### src/rtl/mem_arbiter.sv
// rtl/mem_arbiter.sv - Round-robin icache/dcache arbiter for a single memory port with timeout abort.
// Optional MEM_ARB_PERF_EN adds grant and stall counters (perf_igrant, perf_dgrant, perf_stall).
module mem_arbiter #(
    parameter int TIMEOUT_CYCLES = 255,
    parameter bit IPRIO_DEFAULT  = 1'b1
) (
    input  logic        CLK,
    input  logic        resetn,
    input  logic        i_req,
    input  logic [19:0] i_addr,
    output logic        i_valid,
    output logic [31:0] i_rdata,
    input  logic        d_req,
    input  logic        d_we,
    input  logic [19:0] d_addr,
    input  logic [31:0] d_wdata,
    input  logic [3:0]  d_wmask,
    output logic        d_valid,
    output logic [31:0] d_rdata,
    output logic        bus_err,
    output logic        mem_en,
    output logic        mem_we,
    output logic [17:0] mem_addr,
    output logic [31:0] mem_wdata,
    output logic [3:0]  mem_wmask,
    input  logic [31:0] mem_rdata,
    input  logic        mem_ready
`ifdef MEM_ARB_PERF_EN
    ,
    output logic [31:0] perf_igrant,
    output logic [31:0] perf_dgrant,
    output logic [31:0] perf_stall
`endif
);

    typedef enum logic [1:0] {
        IDLE   = 2'd0,
        I_BUSY = 2'd1,
        D_BUSY = 2'd2
    } state_t;

    localparam logic [31:0] NOP_INSN     = 32'h00000013;
    localparam logic [7:0]  TIMEOUT_LAST = 8'(TIMEOUT_CYCLES - 1);

    state_t      state_q;
    logic        last_grant_q;
    logic [7:0]  tmo_cnt_q;
    logic        i_valid_q, d_valid_q, bus_err_q;
    logic [31:0] i_rdata_q, d_rdata_q;
    logic        mem_en_q, mem_we_q;
    logic [17:0] mem_addr_q;
    logic [31:0] mem_wdata_q;
    logic [3:0]  mem_wmask_q;

    logic can_grant, grant_i, grant_d, finish;
    logic unused_addr_lsbs;

    assign unused_addr_lsbs = ^{i_addr[1:0], d_addr[1:0]};

    // The valid cycle blocks grants: requesters still hold req while they see valid.
    always_comb begin
        can_grant = (state_q == IDLE) && !i_valid_q && !d_valid_q;
        grant_i   = can_grant && i_req && (!d_req || !last_grant_q);
        grant_d   = can_grant && d_req && !grant_i;
        finish    = (state_q != IDLE) && (mem_ready || (tmo_cnt_q == TIMEOUT_LAST));
    end

    always_ff @(posedge CLK) begin
        if (!resetn) begin
            state_q      <= IDLE;
            last_grant_q <= ~IPRIO_DEFAULT;
            tmo_cnt_q    <= 8'd0;
            i_valid_q    <= 1'b0;
            d_valid_q    <= 1'b0;
            bus_err_q    <= 1'b0;
            i_rdata_q    <= 32'd0;
            d_rdata_q    <= 32'd0;
            mem_en_q     <= 1'b0;
            mem_we_q     <= 1'b0;
            mem_addr_q   <= 18'd0;
            mem_wdata_q  <= 32'd0;
            mem_wmask_q  <= 4'd0;
        end else begin
            i_valid_q <= 1'b0;
            d_valid_q <= 1'b0;
            bus_err_q <= 1'b0;
            if (grant_i || grant_d) begin
                state_q      <= grant_i ? I_BUSY : D_BUSY;
                last_grant_q <= grant_i;
                tmo_cnt_q    <= 8'd0;
                mem_en_q     <= 1'b1;
                mem_we_q     <= grant_d && d_we;
                mem_addr_q   <= grant_i ? i_addr[19:2] : d_addr[19:2];
                mem_wdata_q  <= grant_d ? d_wdata : 32'd0;
                mem_wmask_q  <= (grant_d && d_we) ? d_wmask : 4'd0;
            end else if (finish) begin
                // mem_ready wins over a simultaneous timeout
                state_q   <= IDLE;
                tmo_cnt_q <= 8'd0;
                mem_en_q  <= 1'b0;
                mem_we_q  <= 1'b0;
                bus_err_q <= !mem_ready;
                if (state_q == I_BUSY) begin
                    i_valid_q <= 1'b1;
                    i_rdata_q <= mem_ready ? mem_rdata : NOP_INSN;
                end else begin
                    d_valid_q <= 1'b1;
                    if (!mem_we_q) begin
                        d_rdata_q <= mem_ready ? mem_rdata : NOP_INSN;
                    end
                end
            end else if (state_q != IDLE) begin
                tmo_cnt_q <= tmo_cnt_q + 8'd1;
            end
        end
    end

    assign i_valid   = i_valid_q;
    assign i_rdata   = i_rdata_q;
    assign d_valid   = d_valid_q;
    assign d_rdata   = d_rdata_q;
    assign bus_err   = bus_err_q;
    assign mem_en    = mem_en_q;
    assign mem_we    = mem_we_q;
    assign mem_addr  = mem_addr_q;
    assign mem_wdata = mem_wdata_q;
    assign mem_wmask = mem_wmask_q;

`ifdef MEM_ARB_PERF_EN
    logic [31:0] perf_igrant_q, perf_dgrant_q, perf_stall_q;
    logic        i_stall, d_stall;

    // A requester is stalled when neither granted, busy for it, nor receiving its valid.
    always_comb begin
        i_stall = i_req && !grant_i && (state_q != I_BUSY) && !i_valid_q;
        d_stall = d_req && !grant_d && (state_q != D_BUSY) && !d_valid_q;
    end

    always_ff @(posedge CLK) begin
        if (!resetn) begin
            perf_igrant_q <= 32'd0;
            perf_dgrant_q <= 32'd0;
            perf_stall_q  <= 32'd0;
        end else begin
            perf_igrant_q <= perf_igrant_q + {31'd0, grant_i};
            perf_dgrant_q <= perf_dgrant_q + {31'd0, grant_d};
            perf_stall_q  <= perf_stall_q + {31'd0, i_stall} + {31'd0, d_stall};
        end
    end

    assign perf_igrant = perf_igrant_q;
    assign perf_dgrant = perf_dgrant_q;
    assign perf_stall  = perf_stall_q;
`endif

endmodule

### config.mk
export PLATFORM = sky130hd
export DESIGN_NAME = mem_arbiter
export DESIGN_NICKNAME = d
export VERILOG_FILES = /design/src/rtl/mem_arbiter.sv
export SDC_FILE = /design/constraint.sdc
export NUM_CORES = 1
export LEC_CHECK = 0
export ABC_AREA = 1
export CORE_MARGIN = 3
export CORE_UTILIZATION = 44
export DETAILED_ROUTE_END_ITERATION = 12
export PLACE_DENSITY = 0.81
export SETUP_SLACK_MARGIN = 0.5
export SYNTH_ARGS = -nofsm -noshare
export SYNTH_HDL_FRONTEND = slang
export SYNTH_SLANG_ARGS = --single-unit
### constraint.sdc
create_clock -name CLK -period 1.9 [get_ports CLK]
set_input_delay 0.38 -clock CLK [delete_from_list [all_inputs] [get_ports CLK]]
set_output_delay 0.38 -clock CLK [all_outputs]
set_load 0.01 [all_outputs]
* Word level (Yosys, flattened, before mapping)
Cells that the tools add are included.
Widths: inputs -> output; s select.
** Operators by class
- Mux-type cells :: 12
- Equal/unequal tests :: 2
- Div/mod/pow operators :: 0
- Reductions and logical operators :: 24
- $add $sub $neg :: 1
- Shift-type cells :: 0
- Order comparisons :: 0
- Bitwise logic cells :: 5
- Multiply operators :: 0
** Operator list (count)
- $mux 32 :: 2
- $mux 18 :: 1
- $add 8x1->8 const B :: 1
- $eq 8x8->1 const B :: 1
- $logic_and 1x1->1 :: 8
- $logic_not 1->1 :: 6
- $mux 2 :: 3
- $reduce_or 3->1 :: 2
- $mux 1 :: 5
- $not 1->1 :: 5
- $mux 4 :: 1
- $reduce_and 4->1 :: 1
- $reduce_bool 2->1 :: 2
- $logic_or 1x1->1 :: 3
- $reduce_and 3->1 :: 1
- $eq 2x1->1 const B :: 1
- $logic_not 2->1 :: 1
** Storage, ports and cells
- RAM bits :: 0
- Flip-flop bits (word level) :: 134
- Output and inout port bits :: 123
- Memory bits (read-only) :: 0
- Bits in latches :: 0
- Memories :: 0

* Depth between registers and ports, before layout
Gate-level depths: netlist of the first run.
- Depth in word-level cells :: 10
- Depth in mapped cells :: 11

* Least setup slack after synthesis of the first run
OpenSTA, ideal clock, no wires.
- Kind :: reg2reg
- Start :: register tmo_cnt_q[0]
- End :: register i_rdata_q[0] (netlist: i_rdata[0])
- Arrival :: 1.296 ns
- Setup slack :: 0.472 ns
- Required time :: 1.767 ns
- Cell stages (with the launch flop) :: 10
- Path through :: dfxtp_1 -> inv_1 -> ha_1 -> inv_1 -> nor2_1 -> nand2_1 -> nand2_2 -> nand3_4 -> clkbuf_1 -> a21oi_1
** On the way
- Cells in the longest elaborated chain, start to end :: 4
** Ends and longest elaborated chain
- from (decl) :: RTL line 47 : logic [7:0] tmo_cnt_q;
- from (signal assigned) :: RTL line 113 : tmo_cnt_q <= tmo_cnt_q + 8'd1;
- $eq 8x8->1 :: RTL line 65 : finish = (state_q != IDLE) && (mem_ready || (tmo_cnt_q == TIMEOUT_LAST));
- $logic_or 1x1->1 :: RTL line 65
- $logic_and 1x1->1 :: RTL line 65
- $reduce_and 3->1 (no source line)
- to (signal assigned) :: RTL line 105 : i_rdata_q <= mem_ready ? mem_rdata : NOP_INSN;
- to (decl) :: RTL line 49 : logic [31:0] i_rdata_q, d_rdata_q;
Every way passes these cells.
A chain may end at the register's enable or synchronous reset.

* Worst setup path in the final report of the first run
- Start :: register tmo_cnt_q[0]
- End :: register i_rdata_q[22] (netlist: i_rdata[22])
Same word-level chain as after synthesis.

==> results.py, run 1 <==
metrics = {
    "outcome": {
        "status": "complete, no violations",
    },
    "global_routing": {
        "antenna_found_initial": 0,
        "grt_pass1_wl_um": 28340,
        "grt_usage_pct": 23.89,
        "overflow": 0,
        "grt_max_degree": 61,
        "grt_pass1_vias": 5915,
    },
    "route": {
        "routed_wl_um": 22400,
        "ant_nets": 0,
        "vias": 6733,
        "first_pass_iters": 7,
        "drc": 0,
        "detail_route.iter0.violations": 521,
        "via_per_inst": 5.032,
        "avgRoutedWirePerCell_um": 16.74,
    },
    "clocking": {
        "clock_sinks": 134,
        "cts_buffers": 17,
        "cts_buffer_depth": 2,
        "path_clk_slew_ps": 60,
        "clk_latency_ps": 420,
        "cts_root_buf": "clkbuf_16",
        "cts_tree": "built",
        "cts_hold_buf": 0,
        "htreeDepth": 4,
    },
    "die": {
        "dieWidth_um": 122.4,
        "io_pins": 237,
        "num_rows": 41,
        "start_util_pct": 46.13,
        "core_area_um2": 12930,
        "die_h_um": 122.4,
        "die_area_um2": 14990,
    },
    "placement": {
        "dp_hpwl_um": 11970,
        "pre_cts_slack_ps": 35.11,
        "place_congestion": 0.8054,
        "port_buffers": 232,
    },
    "power_and_ir_drop": {
        "p_per_area_nw_per_um2": 987.1,
        "ir_drop_mv": 0.6601,
        "power.leakage_nw": 4.805,
    },
    "critical_path": {
        "rr_worst_depth": 12,
        "required_ps": 2240,
        "worst-endpoint-arrival_ps": 1980,
        "crit_chain": "inv_2 > ha_4 > inv_2 > nor2_2 > nand2_2 > nand2_4 > nand3_4 > buf_12 > clkbuf_16 > nand2_4 > inv_2 > nor2_1",
        "cp_slowest_cell": "dfxtp_2",
        "critPathLaunchType": "flip-flop",
        "cp-end-kind": "flip-flop",
        "crit_buf_inv": 5,
        "critical_path_class": "reg -> reg",
        "rrSetupSlack_ps": 260,
        "critical_path.top_delay_family": "simple AND/OR/NAND/NOR gates",
        "max_stage_delay_ps": 320,
        "critPathMostFrequentCell": "inv_2",
        "crit_start": "tmo_cnt_q[0]",
        "path_max_fanout": 8,
        "regToRegEndpoint": "i_rdata[22]",
        "worst-path-stages": 12,
        "r2r_start": "tmo_cnt_q[0]",
    },
    "timing": {
        "final-setup-viol-count": 0,
        "skew_ps": 7.901,
        "worstMarginPinSlew_ps": 625.6,
        "period_needed_ps": 1641,
        "max_freq_ghz": 0.6094,
        "fin_tns_setup_ps": 0,
        "rsz0062_at_grt": "true",
        "slew_headroom_pct": 58.30,
        "period_share_pct": 86.36,
        "hold_viol": 0,
        "slew_viol_final": 0,
        "worst_slack_ps": 259.1,
    },
    "min_path": {
        "hold_start": "resetn",
        "min_path_type": "in -> reg",
        "holdPathStages": 3,
        "hold_end": "state_q[1]",
    },
    "finish": {
        "final_cell_mix": "nand2_1, inv_1, dfxtp_1, nor2_1, clkdlybuf4s50_1",
        "final_net_count": 1269,
        "drive_gt1_share_pct": 29.67,
        "fillerInstances": 889,
        "final_common_cell": "nand2_1",
        "multi_input_area_um2": 3137,
        "antenna_cells": 0,
        "seq_area_um2": 2701,
        "syn2layout_area_growth_pct": 68.40,
    },
    "logic_synthesis": {
        "synth_area_per_cell_um2": 6.685,
        "yosys_register_bits": 134,
        "syn_inst": 892,
        "synth_area_leader_cell": "dfxtp_1",
        "syn-num-nets": 1008,
        "netlist_area_um2": 5963,
        "yosysSeqAreaShare_pct": 44.99,
        "yosysWarnings": 0,
        "netlist.area_leader.share_pct": 44.99,
        "synth_cell_types": 29,
        "yosys-top-cells-area": "dfxtp_1, nand2_1, nor2_1",
    },
    "job": {
        "max_cap_violations": 0,
    },
}
## where the power goes
group | internal [mW] | switching (mW)
Sequential | 3.14 | 0.194
Clock | 2.16 | 1.21
Combinational | 1.47 | 1.74
## synth_stat cells (all sizes together)
cell type and count:
clkbuf 15, a21oi 44, nor2 142, nor3 2
inv 132, a21o 1, buf 39, nand3 8
nand3b 1, nand4 45, xnor2 2, o21ai 37
ha 2, dfxtp 134, xor2 3, nand2 285
## tightest hold or removal path: stages
cell	delay [ps]
buf_2	200
nand2_1	110
nand2_1	50
## sequential cells by signal, indices dropped and copies added (netlist names), 2 cells and up
signal	flops
tmo_cnt_q	8
state_q	2
mem_addr	18
mem_wmask	4
d_rdata	32
i_rdata	32
mem_wdata	32
## final cells by class
cell class                      count  share of cell area (%)
Inverter                          132                   4.934
Sequential cell                   134                   26.90
Tap cell                          172                   2.143
Multi-Input combinational cell    574                   31.24
Clock inverter                      8                   1.209
Timing Repair Buffer              294                   28.78
Clock buffer                       24                   4.797
## cells by family (layout without fill, tap and decap cells)
group | after synthesis | after routing | synth area share [%]
XOR/XNOR | 5 | 5 | 0.7345
adder cells (fa/ha/maj) | 2 | 2 | 0.4196
flip-flops | 134 | 134 | 44.99
AO/OA/AOI/OAI | 82 | 83 | 7.134
AND/OR/NAND/NOR | 483 | 484 | 33.72
buffers and inverters | 186 | 458 | 13.01
## metal layers
metal / global-route usage (%) / up-vias / wire length [µm]
met1: 26.89 / 3101 / 8063
met4: 9.867 / 0 / 607
met2: 40.67 / 346 / 11520
met5: 0 / - / 0
met3: 8.986 / 46 / 2214
li1: - / 3240 / -
## worst max path at each step
stage | to
floorplan | d_rdata[10]
global placement | mem_wmask[3]
detailed placement | mem_wmask[3]
CTS | i_rdata[3]
global route | i_rdata[22]
finish | i_rdata[22]
## per-stage QoR
step | power (mW) | cell area [µm²] | cells | hold slack, ps | utilization, %
finish | 9.912 | 10040 | 1338 | 374.5 | 77.68
global route | 10.34 | 10040 | 1338 | 379.5 | 77.68
CTS | 9.222 | 9346 | 1311 | 343.2 | 72.30
detailed placement | 5.832 | 8468 | 1264 | 439.8 | 65.51
global placement | 5.801 | 8468 | 1264 | 433.4 | 65.51
floorplan | 4.676 | 5972 | 892 | 445.5 | -
## repair_timing
item	4_1_cts	5_1_grt
pin swaps	8	82
gates cloned	3	19
gates resized for setup	293	288
setup buffers	12	8
endpoints found under the setup margin	251	222
(Power assumes the default switching activity.)
==> run 2, diff against run 1 <==
--- a/config.mk
+++ b/config.mk
@@ -11,6 +11,8 @@
 export DETAILED_ROUTE_END_ITERATION = 12
 export PLACE_DENSITY = 0.81
 export SETUP_SLACK_MARGIN = 0.5
+export SKIP_CTS_REPAIR_TIMING = 1
 export SYNTH_ARGS = -nofsm -noshare
 export SYNTH_HDL_FRONTEND = slang
 export SYNTH_SLANG_ARGS = --single-unit
+export TNS_END_PERCENT = 1
==> run 2 against run 1 <==
Net effect:
- routed wire length shrank 22%
- sequential power shrank 1%
- largest cell class is now sequential cells
- critical path type is now reg -> out
- utilization shrank 6.6 points
- critical endpoint is now mem_wdata[5]
- critical path depth shrank 11
==> results.py, run 2 (same netlist as run 1, synthesis figures left out) <==
metrics = {
    "outcome": {
        "status": "complete, no violations",
    },
    "global_routing": {
        "grt_pass1_wl_um": 27090,
        "grt_max_degree": 44,
        "antenna_found_initial": 0,
        "overflow": 0,
        "grt_usage_pct": 22.90,
        "grt_pass1_vias": 5635,
    },
    "finish": {
        "syn2layout_area_growth_pct": 54.20,
        "final_util_pct": 71.13,
        "final_net_count": 1231,
        "antenna_cells": 0,
        "drive_gt1_share_pct": 6.915,
        "final_cell_mix": "nand2_1, clkdlybuf4s50_1, nor2_1, dfxtp_1, inv_1",
        "final_common_cell": "nand2_1",
        "fin_cells": 1300,
    },
    "timing": {
        "fin_tns_setup_ps": 0,
        "max_freq_ghz": 0.5812,
        "period_share_pct": 90.55,
        "period_needed_ps": 1720,
        "worstMarginPinSlew_ps": 367.0,
        "hold_viol": 0,
        "fin_worst_hold_slack_ps": 400.7,
        "slew_headroom_pct": 75.53,
        "skew_ps": 5.285,
        "final-setup-viol-count": 0,
        "rsz0062_at_grt": "true",
        "slew_viol_final": 0,
    },
    "critical_path": {
        "max_stage_delay_ps": 560,
        "path_max_fanout": 2,
        "cp-end-kind": "output port",
        "critical_path_class": "reg -> out",
        "critical_path.top_delay_family": "buffers and inverters",
        "crit_buf_inv": 1,
        "required_ps": 1520,
        "worst-endpoint-arrival_ps": 1340,
        "crit_chain": "clkdlybuf4s50_1",
        "critPathLaunchType": "flip-flop",
        "cp_slowest_cell": "clkdlybuf4s50_1",
    },
    "die": {
        "num_rows": 41,
        "dieWidth_um": 122.4,
        "core_area_um2": 12930,
        "start_util_pct": 46.13,
        "die_area_um2": 14990,
        "die_h_um": 122.4,
        "io_pins": 237,
    },
    "clocking": {
        "cts_buffer_depth": 2,
        "path_clk_slew_ps": 60,
        "clock_sinks": 134,
        "htreeDepth": 4,
        "cts_tree": "built",
        "cts_buffers": 17,
        "cts_root_buf": "clkbuf_16",
        "clk_latency_ps": 420,
    },
    "placement": {
        "dp_cells": 1263,
        "port_buffers": 232,
        "dp_hpwl_um": 11910,
        "place_congestion": 0.8072,
    },
    "power_and_ir_drop": {
        "power.leakage_nw": 4.114,
        "p_per_area_nw_per_um2": 994.5,
        "ir_drop_mv": 0.6432,
        "p_total_mw": 9.145,
    },
    "route": {
        "avgRoutedWirePerCell_um": 13.38,
        "ant_nets": 0,
        "drc": 0,
        "routed_wl_um": 17400,
        "via_per_inst": 4.682,
        "first_pass_iters": 4,
        "detail_route.iter0.violations": 582,
        "vias": 6087,
    },
    "min_path": {
        "min_path_type": "in -> reg",
    },
    "job": {
        "max_cap_violations": 0,
    },
}
==> run 2: changes by cell type in the layout (fill, tap and decap cells not counted), sizes merged <==
cell           previous run  this run
dlygate4sd2               1         0
dlymetal6s2s              1         2
buf                      71        26
clkinv                    4         6
clkinvlp                  1         3
clkdlybuf4s15            43         0
bufinv                    3         2
clkbuf                   95        22
nor2                    143       142
a21o                      2         1
clkdlybuf4s50           107       229
==> run 2: worst register-to-register path: stages, from the launching register on <==
cell       delay (ps)
dfxtp_4           340
inv_1              70
ha_1              140
inv_1              40
nor2_1             90
nand2_1           100
nand2_4           130
nand3_2           140
clkbuf_16         240
nor2_1            110
nor2_1             60
==> run 2: per-stage QoR <==
stage	cell area, µm²	setup WS (ps)
detailed placement	8498	1.537
global placement	8498	47.84
floorplan	5964	482.4
CTS	9102	125.8
global route	9195	127.4
finish	9195	179.5
==> run 2: final cells by class <==
type,count,area [µm²]
sequential,134,2686
multi-input combinational,572,2534
inverter,132,495.5
timing repair buffer,258,2660
fill,1066,3732
clock buffer,21,480.5
tap,172,215.2
clock inverter,11,123.9
==> run 2: report_power, final <==
| group | internal (mW) | total (mW) | switching [mW] |
|---|---|---|---|
| Clock | 2.07 | 3.27 | 1.21 |
| Sequential | 3.13 | 3.29 | 0.163 |
| Combinational | 1.23 | 2.58 | 1.35 |
==> run 2: path summary, 6_finish.rpt <==
path                        to  cells past startpoint         start  slack, ps
setup / recovery  mem_wdata[5]                      1  mem_wdata[5]        180
hold / removal     mem_addr[4]                      3        resetn        400
setup reg to reg    d_rdata[5]                     10  tmo_cnt_q[0]        340
hold reg to reg     i_rdata[1]                      2    i_rdata[1]        450
==> run 2: routing by layer <==
metal | vias up | track usage [%] | wire (µm)
li1 | 3154 | - | -
met1 | 2696 | 26.25 | 6907
met2 | 221 | 38.89 | 8431
met3 | 16 | 9.631 | 1868
met4 | 0 | 6.998 | 192
met5 | - | 0 | 0
==> run 3, diff against run 2 <==
--- a/config.mk
+++ b/config.mk
@@ -15,4 +15,4 @@
 export SYNTH_ARGS = -nofsm -noshare
 export SYNTH_HDL_FRONTEND = slang
 export SYNTH_SLANG_ARGS = --single-unit
-export TNS_END_PERCENT = 1
+export TNS_END_PERCENT = 30
==> run 3 against run 2 <==
Net effect:
- non-clock buffer count rose by 26
- critical path type unchanged
- global-route usage did not move
- sequential power barely moved
- combinational power rose by 18%
- setup slack improved by 20 ps
- die area did not move
- sequential cell count did not move
==> results.py, run 3 (same netlist as run 1, synthesis figures left out) <==
metrics = {
    "critical_path": {
        "max_stage_delay_ps": 580,
        "critical_path.top_delay_family": "buffers and inverters",
        "required_ps": 1520,
        "worst-endpoint-arrival_ps": 1320,
        "path_max_fanout": 2,
        "crit_buf_inv": 1,
        "critPathLaunchType": "flip-flop",
        "crit_chain": "clkdlybuf4s50_1",
        "cp-end-kind": "output port",
        "worst-path-stages": 1,
        "critical_path_class": "reg -> out",
        "rr_worst_depth": 11,
        "cp_slowest_cell": "clkdlybuf4s50_1",
    },
    "die": {
        "core_area_um2": 12930,
        "num_rows": 41,
        "die_h_um": 122.4,
        "io_pins": 237,
        "start_util_pct": 46.13,
        "dieWidth_um": 122.4,
        "die_area_um2": 14990,
    },
    "job": {
        "max_cap_violations": 0,
    },
    "finish": {
        "syn2layout_area_growth_pct": 66.91,
        "multi_input_area_um2": 2783,
        "final_util_pct": 76.99,
        "fin_cells": 1327,
        "final_common_cell": "nand2_1",
        "fillerInstances": 922,
        "drive_gt1_share_pct": 13.68,
        "final_net_count": 1258,
        "final_area_um2": 9953,
        "antenna_cells": 0,
        "seq_area_um2": 2694,
        "final_cell_mix": "nand2_1, clkdlybuf4s50_1, dfxtp_1, nor2_1, inv_1",
    },
    "global_routing": {
        "overflow": 0,
        "antenna_found_initial": 0,
        "grt_usage_pct": 22.90,
        "grt_pass1_wl_um": 27090,
        "grt_use_met2_pct": 38.89,
        "grt_pass1_vias": 5635,
        "use_met3_pct": 9.631,
        "grt.busiest_layer": "met2",
        "grt_max_degree": 44,
        "met1_usage_pct": 26.25,
    },
    "placement": {
        "place_congestion": 0.8072,
        "pre_cts_slack_ps": 1.537,
        "place_area_um2": 8498,
        "port_buffers": 232,
        "dp_hpwl_um": 11910,
        "dp_cells": 1263,
    },
    "timing": {
        "fin_worst_hold_slack_ps": 406.7,
        "final-setup-viol-count": 0,
        "max_freq_ghz": 0.5880,
        "skew_ps": 5.694,
        "slew_viol_final": 0,
        "period_share_pct": 89.51,
        "rsz0062_at_grt": "true",
        "period_needed_ps": 1701,
        "hold_viol": 0,
        "fin_tns_setup_ps": 0,
        "worstMarginPinSlew_ps": 383.1,
        "worst_slack_ps": 199.2,
        "slew_headroom_pct": 74.46,
    },
    "power_and_ir_drop": {
        "ir_drop_mv": 0.6514,
        "power.leakage_nw": 5.010,
        "p_per_area_nw_per_um2": 970.0,
        "p_total_mw": 9.655,
    },
    "clocking": {
        "htreeDepth": 4,
        "clk_latency_ps": 420,
        "clock_sinks": 134,
        "cts_buffer_depth": 2,
        "path_clk_slew_ps": 60,
        "cts_buffers": 17,
        "cts_root_buf": "clkbuf_16",
        "cts_tree": "built",
    },
    "min_path": {
        "min_path_type": "in -> reg",
        "holdPathStages": 3,
    },
    "route": {
        "ant_nets": 0,
        "drc": 0,
        "via_per_inst": 4.924,
        "routed_wl_um": 20500,
        "first_pass_iters": 6,
        "vias": 6534,
        "avgRoutedWirePerCell_um": 15.45,
        "detail_route.iter0.violations": 463,
    },
    "outcome": {
        "status": "complete, no violations",
    },
}
==> run 3: cell count changes in the layout (fill, tap and decap cells not counted), moves of 14 or more <==
cell | before | now
nand2_1 | 280 | 257
nand2_4 | 3 | 18
nor2_1 | 137 | 123
dlymetal6s2s_1 | 2 | 40
clkdlybuf4s50_1 | 229 | 190
==> run 3: layout make-up <==
| class | instances | share of cell area, % |
|---|---|---|
| clock inverter | 11 | 1.245 |
| sequential | 134 | 27.06 |
| timing repair buffer | 284 | 31.74 |
| clock buffer | 21 | 4.827 |
| tap | 172 | 2.162 |
| inverter | 132 | 5.003 |
| multi-input combinational | 573 | 27.96 |
==> run 3: path summary, 6_finish.rpt <==
kind              slack [ps]    startpoint           to
setup / recovery         200    i_rdata[1]   i_rdata[1]
hold / removal           410        resetn  mem_addr[4]
setup reg to reg         320  tmo_cnt_q[0]  i_rdata[22]
hold reg to reg          450    i_rdata[4]   i_rdata[4]
==> run 3: worst min-delay path, stage by stage <==
cell	delay (ps)
buf_2	230
o21ai_0	120
nor2_1	50
==> run 3: report_power, final <==
group	switching, mW	total [mW]	internal (mW)
registers	0.168	3.30	3.13
logic	1.58	3.05	1.48
clock network	1.23	3.30	2.07
total	2.98	9.65	6.68
==> run 3: layer usage <==
metal / vias to the layer above / part of all wire, %
met3: 41 / 10
met1: 2949 / 38
li1: 3214 / -
met4: 0 / 2.2
met2: 330 / 50
met5: - / 0
